**src/rtl/dmem_pkg.sv**
```systemverilog
// Shared encodings and alignment helper for the data-memory bridge.
package dmem_pkg;

  localparam logic [1:0] SZ_BYTE = 2'd0;
  localparam logic [1:0] SZ_HALF = 2'd1;
  localparam logic [1:0] SZ_WORD = 2'd2;

  typedef enum logic [1:0] {
    S_IDLE = 2'd0,
    S_BUSY = 2'd1,
    S_DONE = 2'd2
  } state_t;

  // Size 3 is not a legal access and is treated as misaligned.
  function automatic logic isMisaligned(input logic [1:0] size, input logic [1:0] addrLo);
    case (size)
      SZ_BYTE: isMisaligned = 1'b0;
      SZ_HALF: isMisaligned = addrLo[0];
      SZ_WORD: isMisaligned = (addrLo != 2'b00);
      default: isMisaligned = 1'b1;
    endcase
  endfunction

endpackage

```
**src/rtl/dmem_lane_fmt.sv**
```systemverilog
// Combinational lane formatting: store byte enables and data replication,
// load lane extraction with sign/zero extension.
module dmem_lane_fmt
  import dmem_pkg::*;
(
  input  logic [1:0]  stSize,
  input  logic [1:0]  stAddr,
  input  logic        stWrite,
  input  logic [31:0] stData,
  output logic [3:0]  stBe,
  output logic [31:0] stWdata,
  input  logic [1:0]  ldSize,
  input  logic [1:0]  ldAddr,
  input  logic        ldSigned,
  input  logic [31:0] ldRaw,
  output logic [31:0] ldData
);

  logic [31:0] shifted;
  logic [15:0] halfLane;

  always_comb begin
    stBe    = 4'b1111;
    stWdata = stData;
    if (stWrite) begin
      case (stSize)
        SZ_BYTE: begin
          stBe    = 4'b0001 << stAddr;
          stWdata = {4{stData[7:0]}};
        end
        SZ_HALF: begin
          stBe    = stAddr[1] ? 4'b1100 : 4'b0011;
          stWdata = {2{stData[15:0]}};
        end
        default: begin
          stBe    = 4'b1111;
          stWdata = stData;
        end
      endcase
    end
  end

  always_comb begin
    shifted  = ldRaw >> {ldAddr, 3'b000};
    halfLane = ldAddr[1] ? ldRaw[31:16] : ldRaw[15:0];
    case (ldSize)
      SZ_BYTE: ldData = {{24{ldSigned & shifted[7]}}, shifted[7:0]};
      SZ_HALF: ldData = {{16{ldSigned & halfLane[15]}}, halfLane};
      default: ldData = ldRaw;
    endcase
  end

endmodule

```
**src/rtl/dmem_bridge.sv**
```systemverilog
// M-stage data-memory bridge: one req/ack bus transaction per access, with stall,
// misalignment flags and bus timeout. Optional store buffer under DMEM_WBUF_EN.
module dmem_bridge
  import dmem_pkg::*;
#(
  parameter int TIMEOUT = 255,
  parameter int AW      = 32
) (
  input  logic          clk,
  input  logic          rst,
  input  logic          memreqM,
  input  logic          memwriteM,
  input  logic [1:0]    sizeM,
  input  logic          signedM,
  input  logic [31:0]   aluoutM,
  input  logic [31:0]   writedataM,
  output logic [31:0]   readdataM,
  output logic          stallM,
  output logic          adelM,
  output logic          adesM,
  output logic          berrM,
  output logic          bus_req,
  output logic          bus_we,
  output logic [AW-1:0] bus_addr,
  output logic [3:0]    bus_be,
  output logic [31:0]   bus_wdata,
  input  logic          bus_ack,
  input  logic [31:0]   bus_rdata,
  output logic [1:0]    stateDbg
);

  localparam int CW = (TIMEOUT > 1) ? $clog2(TIMEOUT + 1) : 1;

  state_t        state, nextState;
  logic [CW-1:0] cnt;
  logic [1:0]    latAddrLo, latSize;
  logic          latSigned;
  logic          misaligned, reqGo, timeoutHit;
  logic          idleStall, doneStall;
  logic [3:0]    fmtBe;
  logic [31:0]   fmtWdata, fmtRdata;

  assign misaligned = isMisaligned(sizeM, aluoutM[1:0]);
  assign reqGo      = memreqM & ~misaligned;
  assign adelM      = memreqM & ~memwriteM & misaligned;
  assign adesM      = memreqM & memwriteM & misaligned;
  assign timeoutHit = (TIMEOUT != 0) && (cnt == CW'(TIMEOUT - 1)) && !bus_ack;
  assign stateDbg   = state;

`ifdef DMEM_WBUF_EN
  // Stores retire immediately; anything arriving while a store drains waits for IDLE.
  assign idleStall = reqGo & ~memwriteM;
  assign doneStall = reqGo & bus_we;
`else
  assign idleStall = reqGo;
  assign doneStall = 1'b0;
`endif

  dmem_lane_fmt u_fmt (
    .stSize   (sizeM),
    .stAddr   (aluoutM[1:0]),
    .stWrite  (memwriteM),
    .stData   (writedataM),
    .stBe     (fmtBe),
    .stWdata  (fmtWdata),
    .ldSize   (latSize),
    .ldAddr   (latAddrLo),
    .ldSigned (latSigned),
    .ldRaw    (bus_rdata),
    .ldData   (fmtRdata)
  );

  always_ff @(posedge clk or negedge rst) begin
    if (!rst) state <= S_IDLE;
    else      state <= nextState;
  end

  always_comb begin
    nextState = state;
    case (state)
      S_IDLE:  if (reqGo) nextState = S_BUSY;
      S_BUSY:  if (bus_ack || timeoutHit) nextState = S_DONE;
      S_DONE:  nextState = S_IDLE;
      default: nextState = S_IDLE;
    endcase
  end

  always_comb begin
    bus_req = 1'b0;
    stallM  = 1'b0;
    case (state)
      S_IDLE: stallM = idleStall;
      S_BUSY: begin
        bus_req = 1'b1;
        stallM  = reqGo;
      end
      S_DONE:  stallM = doneStall;
      default: stallM = idleStall;
    endcase
  end

  always_ff @(posedge clk or negedge rst) begin
    if (!rst) begin
      bus_we    <= 1'b0;
      bus_be    <= 4'b0000;
      bus_addr  <= '0;
      bus_wdata <= '0;
      latAddrLo <= 2'b00;
      latSize   <= SZ_WORD;
      latSigned <= 1'b0;
      readdataM <= '0;
      berrM     <= 1'b0;
      cnt       <= '0;
    end else begin
      berrM <= 1'b0;
      cnt   <= (state == S_BUSY) ? cnt + 1'b1 : '0;
      if (state == S_IDLE && reqGo) begin
        bus_we    <= memwriteM;
        bus_be    <= fmtBe;
        bus_addr  <= AW'({aluoutM[31:2], 2'b00});
        bus_wdata <= fmtWdata;
        latAddrLo <= aluoutM[1:0];
        latSize   <= sizeM;
        latSigned <= signedM;
      end
      if (state == S_BUSY) begin
        if (bus_ack) begin
          if (!bus_we) readdataM <= fmtRdata;
        end else if (timeoutHit) begin
          readdataM <= '0;
          berrM     <= 1'b1;
        end
      end
    end
  end

endmodule

```
**config.mk**
```make
export PLATFORM = sky130hd
export DESIGN_NAME = dmem_bridge
export DESIGN_NICKNAME = d
export VERILOG_FILES = /design/src/rtl/dmem_pkg.sv /design/src/rtl/dmem_lane_fmt.sv /design/src/rtl/dmem_bridge.sv
export SDC_FILE = /design/constraint.sdc
export NUM_CORES = 1
export LEC_CHECK = 0
export ABC_AREA = 1
export BUFFER_PORTS_ARGS = -buffer_cell sky130_fd_sc_hd__buf_4
export CAP_MARGIN = 15
export CORE_MARGIN = 3
export CORE_UTILIZATION = 51
export CTS_CLUSTER_DIAMETER = 100
export CTS_CLUSTER_SIZE = 10
export DETAILED_ROUTE_END_ITERATION = 8
export PLACE_DENSITY = 0.87
export SKIP_CTS_REPAIR_TIMING = 1
export SYNTH_ARGS = -nofsm -noshare
export SYNTH_HDL_FRONTEND = slang
export SYNTH_SLANG_ARGS = --single-unit
```
**constraint.sdc**
```tcl
create_clock -name clk -period 3 [get_ports clk]
set_input_delay 0.6 -clock clk [delete_from_list [all_inputs] [get_ports clk]]
set_output_delay 0.6 -clock clk [all_outputs]
set_load 0.1 [all_outputs]
```
==> results of run 1 <==
registers in the layout, summed over array words and instances, names as in the netlist:
signal     flops
bus_wdata     32
readdataM     32
bus_addr      30
cnt            8
bus_be         4
latAddrLo      2
latSize        2
stateDbg       2
berrM          1
bus_we         1
latSigned      1
final cells by class:
| type | count | area (um2) |
|---|---|---|
| Sequential cell | 115 | 2880 |
| Fill cell | 785 | 2640 |
| Multi-Input combinational cell | 561 | 2470 |
| Timing Repair Buffer | 218 | 1660 |
| Clock buffer | 17 | 414 |
| Clock inverter | 15 | 206 |
| Tap cell | 136 | 170 |
| Inverter | 38 | 153 |
per-stage QoR:
stage	instance area, um2	setup slack, ns	std cells	hold slack (ns)	utilization [%]
after global placement	7340	0.615	1068	0.455	69.2
final	7960	0.661	1100	0.148	75.1
after CTS	7960	0.657	1100	0.163	75.1
after global routing	7960	0.573	1100	0.190	75.1
after detailed placement	7340	0.527	1068	0.462	69.2
after floorplan	5710	0.0367	749	0.304	-
cells in the final DEF (no fill, tap or decap), drive strengths merged, types with 2 or more instances in the layout:
cell type and n:
nand2 386, buf 218, dfrtp 114, o21ai 53
nor2 50, inv 48, nand3 28, clkbuf 17
a21oi 15, a21boi 7, mux2i 7, nor3 7
bufinv 3, ha 2, conb 2
report_power, final:
| part | switching [uW] | total [uW] | leakage, uW | internal, uW |
|---|---|---|---|---|
| combinational | 4420 | 5470 | 0.00273 | 1040 |
| sequential | 330 | 2360 | 0.00146 | 2030 |
| clock | 826 | 2130 | 0.000304 | 1310 |
synthesized netlist by cell type, drive strengths merged:
cell    instances  area, um2
nand2         386       1500
dfrtp         114       2850
o21ai          53        273
nor2           50        219
inv            38        153
nand3          28        158
buf            25        175
a21oi          15       78.8
clkbuf         10       37.5
a21boi          7       52.6
mux2i           7       70.1
nor3            7       35.0
ha              2       25.0
a31oi           1       6.26
conb            1       3.75
dfstp           1       26.3
nand3b          1       7.51
o31ai           1       7.51
xor2            1       8.76
worst max-delay path, delay by kind of cell:
| family | cells | cell delay [ns] |
|---|---|---|
| buffers and inverters | 3 | 0.48 |
| AND/OR/NAND/NOR | 2 | 0.25 |
| AO/OA/AOI/OAI | 2 | 0.40 |
metal layers:
metal | GRT usage (%) | up-vias | share of wire, %
met3 | 8.48 | 34 | 9.8
met5 | 0 | - | 0
li1 | - | 2729 | -
met1 | 34.2 | 2606 | 40
met4 | 9.25 | 0 | 2.4
met2 | 44.6 | 300 | 48
worst min-delay path by stage:
stage               cells past startpoint  slack [ns]                  endpoint
floorplan                               0        0.30           berrM$_DFF_PN0_
finish                                  1        0.15           berrM$_DFF_PN0_
CTS                                     1        0.16          cnt[7]$_DFF_PN0_
global route                            1        0.19          cnt[6]$_DFF_PN0_
detailed placement                      2        0.46  readdataM[7]$_DFFE_PN0P_
global placement                        2        0.46  readdataM[4]$_DFFE_PN0P_
cell families after synthesis:
group | synth area share (%)
AOI/OAI and AO/OA | 7.34
xor gates and xnor gates | 0.154
adders and majority gates | 0.439
buffers and inverters | 6.42
DFF | 50.6
muxes | 1.23
other | 0.0659
and+or+nand+nor | 33.8
==> flow_summary_export.csv, run 1 <==
group,metric,value,unit
critical_path,reg2reg_from,"stateDbg[1]$_DFFE_PN0P_",
timing,slew_headroom,40.6,%
critical_path,startpoint,"aluoutM[0]",
cts,cts_tree,"yes",
critical_path,rr_worst_depth,6,
grt,grt_overflow,0,
timing,fmax,427,MHz
flow_run,maxCapViolCount,0,
cells_and_area,drive_gt1_share,29.6,%
cells_and_area,fin_nets,1057,
synth,netlist_instances,748,
cts,clk_pin_slew,0.06,ns
cells_and_area,syn2layout_area_growth,39.8,%
route,via_count,5669,
critical_path,worstSetupEndpointType,"output pin",
route,drc,0,
floorplan,die_w,112,um
synth,syn_area,5690,um2
cts,cts_root_buf,"clkbuf_8",
timing,period_minus_slack,2.34,ns
grt,grt_max_degree,69,
synth,avgSynthCellArea,7.61,um2
placed_design,port-buffer-count,209,
cts,htreeDepth,4,
critical_path,cp_data_required_time,2.40,ns
cts,cts_sinks,115,
route,wl,16.7,mm
timing,setup_violations,0,
critical_path,crit_end,"stallM",
floorplan,coreArea,10600,um2
floorplan,fp.dieH,112,um
critical_path,cp_cell_sequence,"buf_4 > inv_2 > nand2_1 > o21ai_2 > nand2_1 > a21oi_2 > buf_4",
pwr,powerDensity,1250,nW/um2
min_path,holdCritPathClass,"in2async",
route,viasPerCell,5.15,
run_status,outcome,"finished clean",
cells_and_area,n_antenna_cell,0,
synth,ys_ff_latch,115,
grt,first_global_vias,5583,
critical_path,path_class,"in2out",
floorplan,start_util,53.7,%
timing,grt_setup_unrepaired,"false",
critical_path,slowest_stage,"buf_4",
floorplan,dieArea,12500,um2
floorplan,rows,37,
timing,layout_worst_path_cycle_share,78.0,%
grt,grt_first_pass_wirelength,27.5,mm
route,ant_nets,0,
cts,cts_made_buffers,17,
critical_path,crit_fanout,4,
cts,ctsLongestPathBuffers,2,
timing,finalHoldViolCount,0,
timing,fin_setup_tns,0,ns
synth,yosysSeqAreaShare,50.6,%
critical_path,worstPathArrival,1.74,ns
timing,drv_slew,0,
pwr,p_leak,0.00449,uW
route,wire_per_inst,15.2,um
timing,tightest_slew,0.890,ns
timing,fin_skew,0.0127,ns
route,drtIter0Drc,457,
critical_path,r2r_end,"bus_wdata[11]$_DFFE_PN0P_",
route,dr.pass1.iters,5,
grt,grt.total_usage,27.1,%
pwr,irDropWorstVdd,841,uV
placed_design,hpwlAfterDp,11.7,mm
grt,antenna_found_initial,0,
cts,clock_latency,0.51,ns
pwr,finalPower,9960,uW
floorplan,io_pins,212,
synth,yosysWarnings,0,
critical_path,cp-start-kind,"input pin",
placed_design,place.gp.congestion,0.893,
critical_path,max_stage_delay,0.29,ns
synth,synth_cell_types,35,
critical_path,rrSetupSlack,0.99,ns
(Power assumes the default switching activity.)
==> run 2, diff against run 1 <==
- ABC_AREA: 1 -> 0
- CORE_UTILIZATION: 51 -> 49
- PLACE_DENSITY: 0.87 -> 0.86
- clock period: 3 -> 2.2 ns (I/O delays scaled with it)
==> run 2 against run 1 <==
  * Clock skew decreased by 0.0076 ns
  * Non-clock buffer count rose by 8
  * Sequential cell count unchanged
  * Sequential share of layout area up 1.9 points
==> flow_summary_export.csv, run 2 <==
group,metric,value,unit
critical_path,cp_num_buf_inv,3,
cells_and_area,layout.cells.most_common,"buf_4",
cells_and_area,layout_common_cells,"buf_4, dfrtp_1, mux2_2",
floorplan,dieArea,12000,um2
synth,synth_cell_types,43,
synth,synth-main-ff-cell,"dfrtp_1",
critical_path,path_class,"reg2out",
floorplan,fp.dieH,109,um
critical_path,cp_data_required_time,1.76,ns
synth,yosys-top-cells-count,"dfrtp_1, mux2_2, nor2_1",
floorplan,io_pins,212,
cts,clk_pin_slew,0.05,ns
cells_and_area,syn2layout_area_growth,44.5,%
timing,fin_setup_tns,0,ns
timing,tightest_slew,1.03,ns
placed_design,place.gp.congestion,0.839,
grt,antenna_found_initial,0,
synth,synth_top_area_share,54.5,%
synth,ys_ff_latch,115,
cells_and_area,regArea,2880,um2
synth,synth_top_area_cell,"dfrtp_1",
route,viasPerCell,5.41,
synth,netlist_instances,453,
cells_and_area,n_antenna_cell,0,
cts,cts_tree,"yes",
route,ant_nets,0,
cells_and_area,multi_input_area,2180,um2
synth,synth_area_leaders,"dfrtp_1, mux2_2, mux2i_1, nor2_1, o31ai_1",
critical_path,cp_top_family,"buffers and inverters",
placed_design,port-buffer-count,209,
cts,ctsLongestPathBuffers,2,
placed_design,hpwlAfterDp,10.9,mm
grt,grt_first_pass_wirelength,22.7,mm
flow_run,maxCapViolCount,0,
timing,fin_skew,0.00507,ns
grt,grt_overflow,0,
critical_path,worstPathArrival,1.67,ns
timing,setup_violations,0,
cts,cts_made_buffers,17,
synth,synth_edf_count,0,
grt,grt.total_usage,24.9,%
route,dr.pass1.iters,6,
timing,layout_worst_path_cycle_share,95.9,%
run_status,outcome,"finished clean",
synth,synth.most_common_cell,"dfrtp_1",
critical_path,crit_fanout,11,
timing,drv_slew,0,
cts,clock_latency,0.52,ns
synth,yosysWarnings,0,
floorplan,rows,37,
min_path,holdCritPathClass,"in2reg",
timing,hold_ws,0.122,ns
critical_path,cp_cell_sequence,"nand2b_1 > buf_4 > inv_1 > buf_4",
critical_path,worstSetupEndpointType,"output pin",
synth,yosysSeqAreaShare,55.0,%
floorplan,die_w,109,um
cells_and_area,reg.largest.list,"bus_wdata: 32 flops, readdataM: 32 flops, bus_addr: 30 flops",
grt,grt_max_degree,95,
route,drc,0,
cts,cts_root_buf,"clkbuf_8",
cts,cts_sinks,115,
floorplan,start_util,50.5,%
critical_path,slowest_stage,"dfrtp_2",
synth,avgSynthCellArea,11.6,um2
timing,grt_setup_unrepaired,"false",
timing,slew_headroom,30.8,%
route,via_count,4380,
cells_and_area,drive_gt1_share,46.7,%
timing,fmax,474,MHz
synth,syn_area,5240,um2
timing,finalHoldViolCount,0,
cells_and_area,fin_nets,768,
route,drtIter0Drc,193,
timing,period_minus_slack,2.11,ns
route,wire_per_inst,18.4,um
floorplan,coreArea,10400,um2
route,wl,14.9,mm
critical_path,cp-start-kind,"flip-flop",
critical_path,max_stage_delay,0.44,ns
cells_and_area,fill_cells,741,
synth,synth_async_sr_flop_share,100,%
grt,first_global_vias,4409,
cts,htreeDepth,4,
critical_path,crit_top_cell,"buf_4",
-- run 2: logic make-up (layout without fill, tap and decap cells) --
logic type | Yosys count | count (layout) | share of synthesized area (%)
buffers and inverters | 45 | 264 | 3.85
flip-flops | 115 | 115 | 55.0
multiplexers | 67 | 67 | 13.8
XOR/XNOR | 6 | 6 | 1.00
other | 1 | 2 | 0.0716
adder cells (fa/ha/maj) | 2 | 2 | 0.478
AND/OR/NAND/NOR | 111 | 111 | 10.0
AO/OA/AOI/OAI | 106 | 106 | 15.8
-- run 2: worst paths after layout --
kind	from	end	slack (ns)	cells past startpoint
setup / recovery	stateDbg[1]$_DFFE_PN0P_	bus_req	0.09	4
max in group asynchronous	rst	bus_addr[20]$_DFFE_PN0P_	1.15	3
setup reg to reg	stateDbg[1]$_DFFE_PN0P_	readdataM[24]$_DFFE_PN0P_	0.14	3
min in group asynchronous	rst	readdataM[28]$_DFFE_PN0P_	0.42	2
hold / removal	bus_ack	berrM$_DFF_PN0_	0.12	2
hold reg to reg	bus_be[3]$_DFFE_PN0P_	bus_be[3]$_DFFE_PN0P_	0.48	1
-- run 2: cell type report --
cell class,count,area share (%)
clock inverter,10,2.12
sequential,115,38.1
tap,136,2.25
inverter,8,0.397
clock buffer,20,5.62
timing repair buffer,226,22.8
multi-input combinational,294,28.8
-- run 2: layer usage --
layer,track usage [%],routed length (um),up-vias
li1,-,-,2058
met1,29.0,5670,2136
met4,9.88,337,0
met3,7.87,995,25
met5,0,0,-
met2,42.5,7860,161
-- run 2: metrics by stage --
| stage | setup WS [ns] | std cells | instance area [um2] | utilization [%] |
|---|---|---|---|---|
| floorplan | 0.0415 | 454 | 5260 | - |
| finish | 0.0900 | 809 | 7570 | 73.0 |
| CTS | 0.0645 | 808 | 7560 | 72.9 |
| detailed placement | 0.149 | 778 | 6970 | 67.3 |
| global placement | 0.267 | 778 | 6970 | 67.3 |
| global route | 0.000810 | 809 | 7570 | 73.0 |
Power of run 2 is left out: the tool's default activity adds up to more than one toggle a clock period on the data nets, which glitch-free logic cannot reach.
==> run 3, diff against run 2 <==
- CELL_PAD_IN_SITES_DETAIL_PLACEMENT: unset -> 2
- CELL_PAD_IN_SITES_GLOBAL_PLACEMENT: unset -> 2
- CORE_UTILIZATION: 49 -> 29
- PLACE_DENSITY: 0.86 -> 0.84
==> run 3 against run 2 <==
  * Highest routed layer unchanged
  * Register-to-register slack better by 0.10 ns
  * Worst setup slack improved by 0.083 ns
  * Utilization shrank 29 points
  * First-iteration DRC count fell by 41%
  * Clock-buffer cell count down 1
  * Via count is 2.1% higher
  * Critical endpoint unchanged
  * Clock skew increased by 0.0011 ns
  * Global-route usage shrank 5.7 points
==> flow_summary_export.csv, run 3 (synthesis gave the netlist of run 2 again) <==
group,metric,value,unit
timing,fin_skew,0.00616,ns
cts,ctsLongestPathBuffers,2,
timing,setup_violations,0,
critical_path,reg2reg_from,"cnt[0]$_DFF_PN0_",
cells_and_area,drive_gt1_share,47.5,%
critical_path,worst-path-stages,4,
route,viasPerCell,4.95,
pwr,power.share.sequential,23.2,%
pwr,powerDensity,1810,nW/um2
pwr,switching_share,53.4,%
cts,clock_latency,0.42,ns
timing,period_minus_slack,2.03,ns
pwr,finalPower,14100,uW
cts,cts_tree,"yes",
critical_path,path_class,"reg2out",
timing,grt_setup_unrepaired,"false",
timing,hold_ws,0.233,ns
critical_path,rrSetupSlack,0.24,ns
critical_path,cp_num_buf_inv,3,
route,wire_per_inst,20.7,um
grt,grt_overflow,0,
cells_and_area,fin_nets,771,
run_status,outcome,"finished clean",
grt,grt_max_degree,69,
placed_design,place.gp.congestion,0.822,
pwr,combPwrFrac,54.9,%
route,wl,18.7,mm
timing,slew_headroom,65.8,%
pwr,p_sw,7530,uW
critical_path,crit_fanout,11,
critical_path,startpoint,"stateDbg[1]$_DFFE_PN0P_",
grt,antenna_found_initial,0,
grt,grt.total_usage,19.2,%
cells_and_area,reg.largest.list,"bus_wdata: 32 flops, readdataM: 32 flops, bus_addr: 30 flops",
cells_and_area,layout_common_cells,"buf_4, dfrtp_1, mux2_2",
flow_run,maxCapViolCount,0,
critical_path,crit_end,"bus_req",
route,drc,0,
cells_and_area,regArea,2880,um2
critical_path,worstPathArrival,1.59,ns
critical_path,cp_cell_sequence,"nand2b_1 > buf_4 > inv_1 > buf_4",
pwr,intPower,6560,uW
cells_and_area,layout.cells.most_common,"buf_4",
critical_path,cp-start-kind,"flip-flop",
grt,first_global_vias,5227,
floorplan,io_pins,212,
floorplan,coreArea,17500,um2
timing,fin_setup_tns,0,ns
grt,grt_first_pass_wirelength,29.3,mm
floorplan,rows,48,
critical_path,slowest_stage,"dfrtp_2",
cells_and_area,final_design_area_no_fill,7780,um2
critical_path,max_stage_delay,0.44,ns
pwr,p_leak,0.00375,uW
cells_and_area,fill_cells,1798,
floorplan,start_util,30.0,%
pwr,p_clk_share,21.9,%
critical_path,rr_worst_depth,7,
timing,tightest_slew,0.512,ns
placed_design,port-buffer-count,209,
placed_design,hpwlAfterDp,14.1,mm
min_path,holdCritPathClass,"in2reg",
timing,fmax,493,MHz
critical_path,crit_top_cell,"buf_4",
floorplan,fp.dieH,140,um
pwr,irDropWorstVdd,1200,uV
critical_path,cp_data_required_time,1.76,ns
placed_design,placedInstanceArea,7110,um2
route,via_count,4472,
cts,cts_sinks,115,
cts,cts_root_buf,"clkbuf_16",
timing,finalHoldViolCount,0,
route,dr.pass1.iters,4,
critical_path,cp_top_family,"buffers and inverters",
critical_path,r2r_end,"readdataM[30]$_DFFE_PN0P_",
critical_path,worstSetupEndpointType,"output pin",
cts,cts_made_buffers,17,
timing,drv_slew,0,
cts,clk_pin_slew,0.06,ns
cells_and_area,multi_input_area,2180,um2
cells_and_area,syn2layout_area_growth,48.4,%
floorplan,dieArea,19700,um2
floorplan,die_w,140,um
route,drtIter0Drc,114,
cts,htreeDepth,4,
route,ant_nets,0,
timing,layout_worst_path_cycle_share,92.1,%
cells_and_area,n_antenna_cell,0,
==> run 3: cell count changes in the layout (fill, tap and decap cells not counted), sizes merged <==
cell,before,now
bufinv,4,5
clkinv,5,4
clkinvlp,1,3
inv,8,9
buf,225,228
clkbuf,20,19
==> run 3: worst min path at each step <==
stage	from	to	slack, ns	cells past startpoint
floorplan	rst	berrM$_DFF_PN0_	0.14	0
global placement	rst	readdataM[8]$_DFFE_PN0P_	0.41	1
detailed placement	rst	readdataM[8]$_DFFE_PN0P_	0.42	1
CTS	rst	readdataM[8]$_DFFE_PN0P_	-0.03	1
global route	bus_ack	berrM$_DFF_PN0_	0.22	2
finish	bus_ack	berrM$_DFF_PN0_	0.23	2
==> run 3: power groups by stage <==
stage / Clock [uW] / Combinational [uW] / Sequential (uW)
3_5_place_dp: 0 / 7780 / 3300
4_1_cts: 3160 / 7800 / 3280
6_report: 3090 / 7740 / 3270
5_1_grt: 3270 / 7980 / 3360
2_1_floorplan: 0 / 1200 / 8000
3_3_place_gp: 0 / 7660 / 3240
==> run 3: cell type report <==
type,count,share of cell area [%]
clock buffers,19,5.82
multi-input cells,294,28.0
flip-flops and latches,115,37.1
inverters,8,0.386
repair buffers,229,22.5
well taps,225,3.62
clock inverters,13,2.64
==> run 3: per-stage QoR <==
stage                     cells  util [%]  setup WS [ns]
after CTS                   902      44.4          0.133
after global placement      870      40.7          0.130
after global routing        903      44.5         0.0793
final                       903      44.5          0.173
after floorplan             454         -         0.0415
after detailed placement    870      40.7          0.155
==> run 3: per-layer routing <==
| metal | global-route usage (%) | up-vias | wire (um) |
|---|---|---|---|
| li1 | - | 2055 | - |
| met1 | 20.5 | 2237 | 6910 |
| met2 | 35.5 | 161 | 10100 |
| met3 | 6.59 | 19 | 1440 |
| met4 | 5.97 | 0 | 245 |
| met5 | 0 | - | 0 |
==> run 3: worst register-to-register path, cell delays in order (launching register included) <==
cell and delay, ns:
dfrtp_1 0.45, inv_1 0.09, ha_1 0.14, nand3_1 0.12, nor4_2 0.27, nor2b_2 0.08, buf_4 0.25, a221o_2 0.44
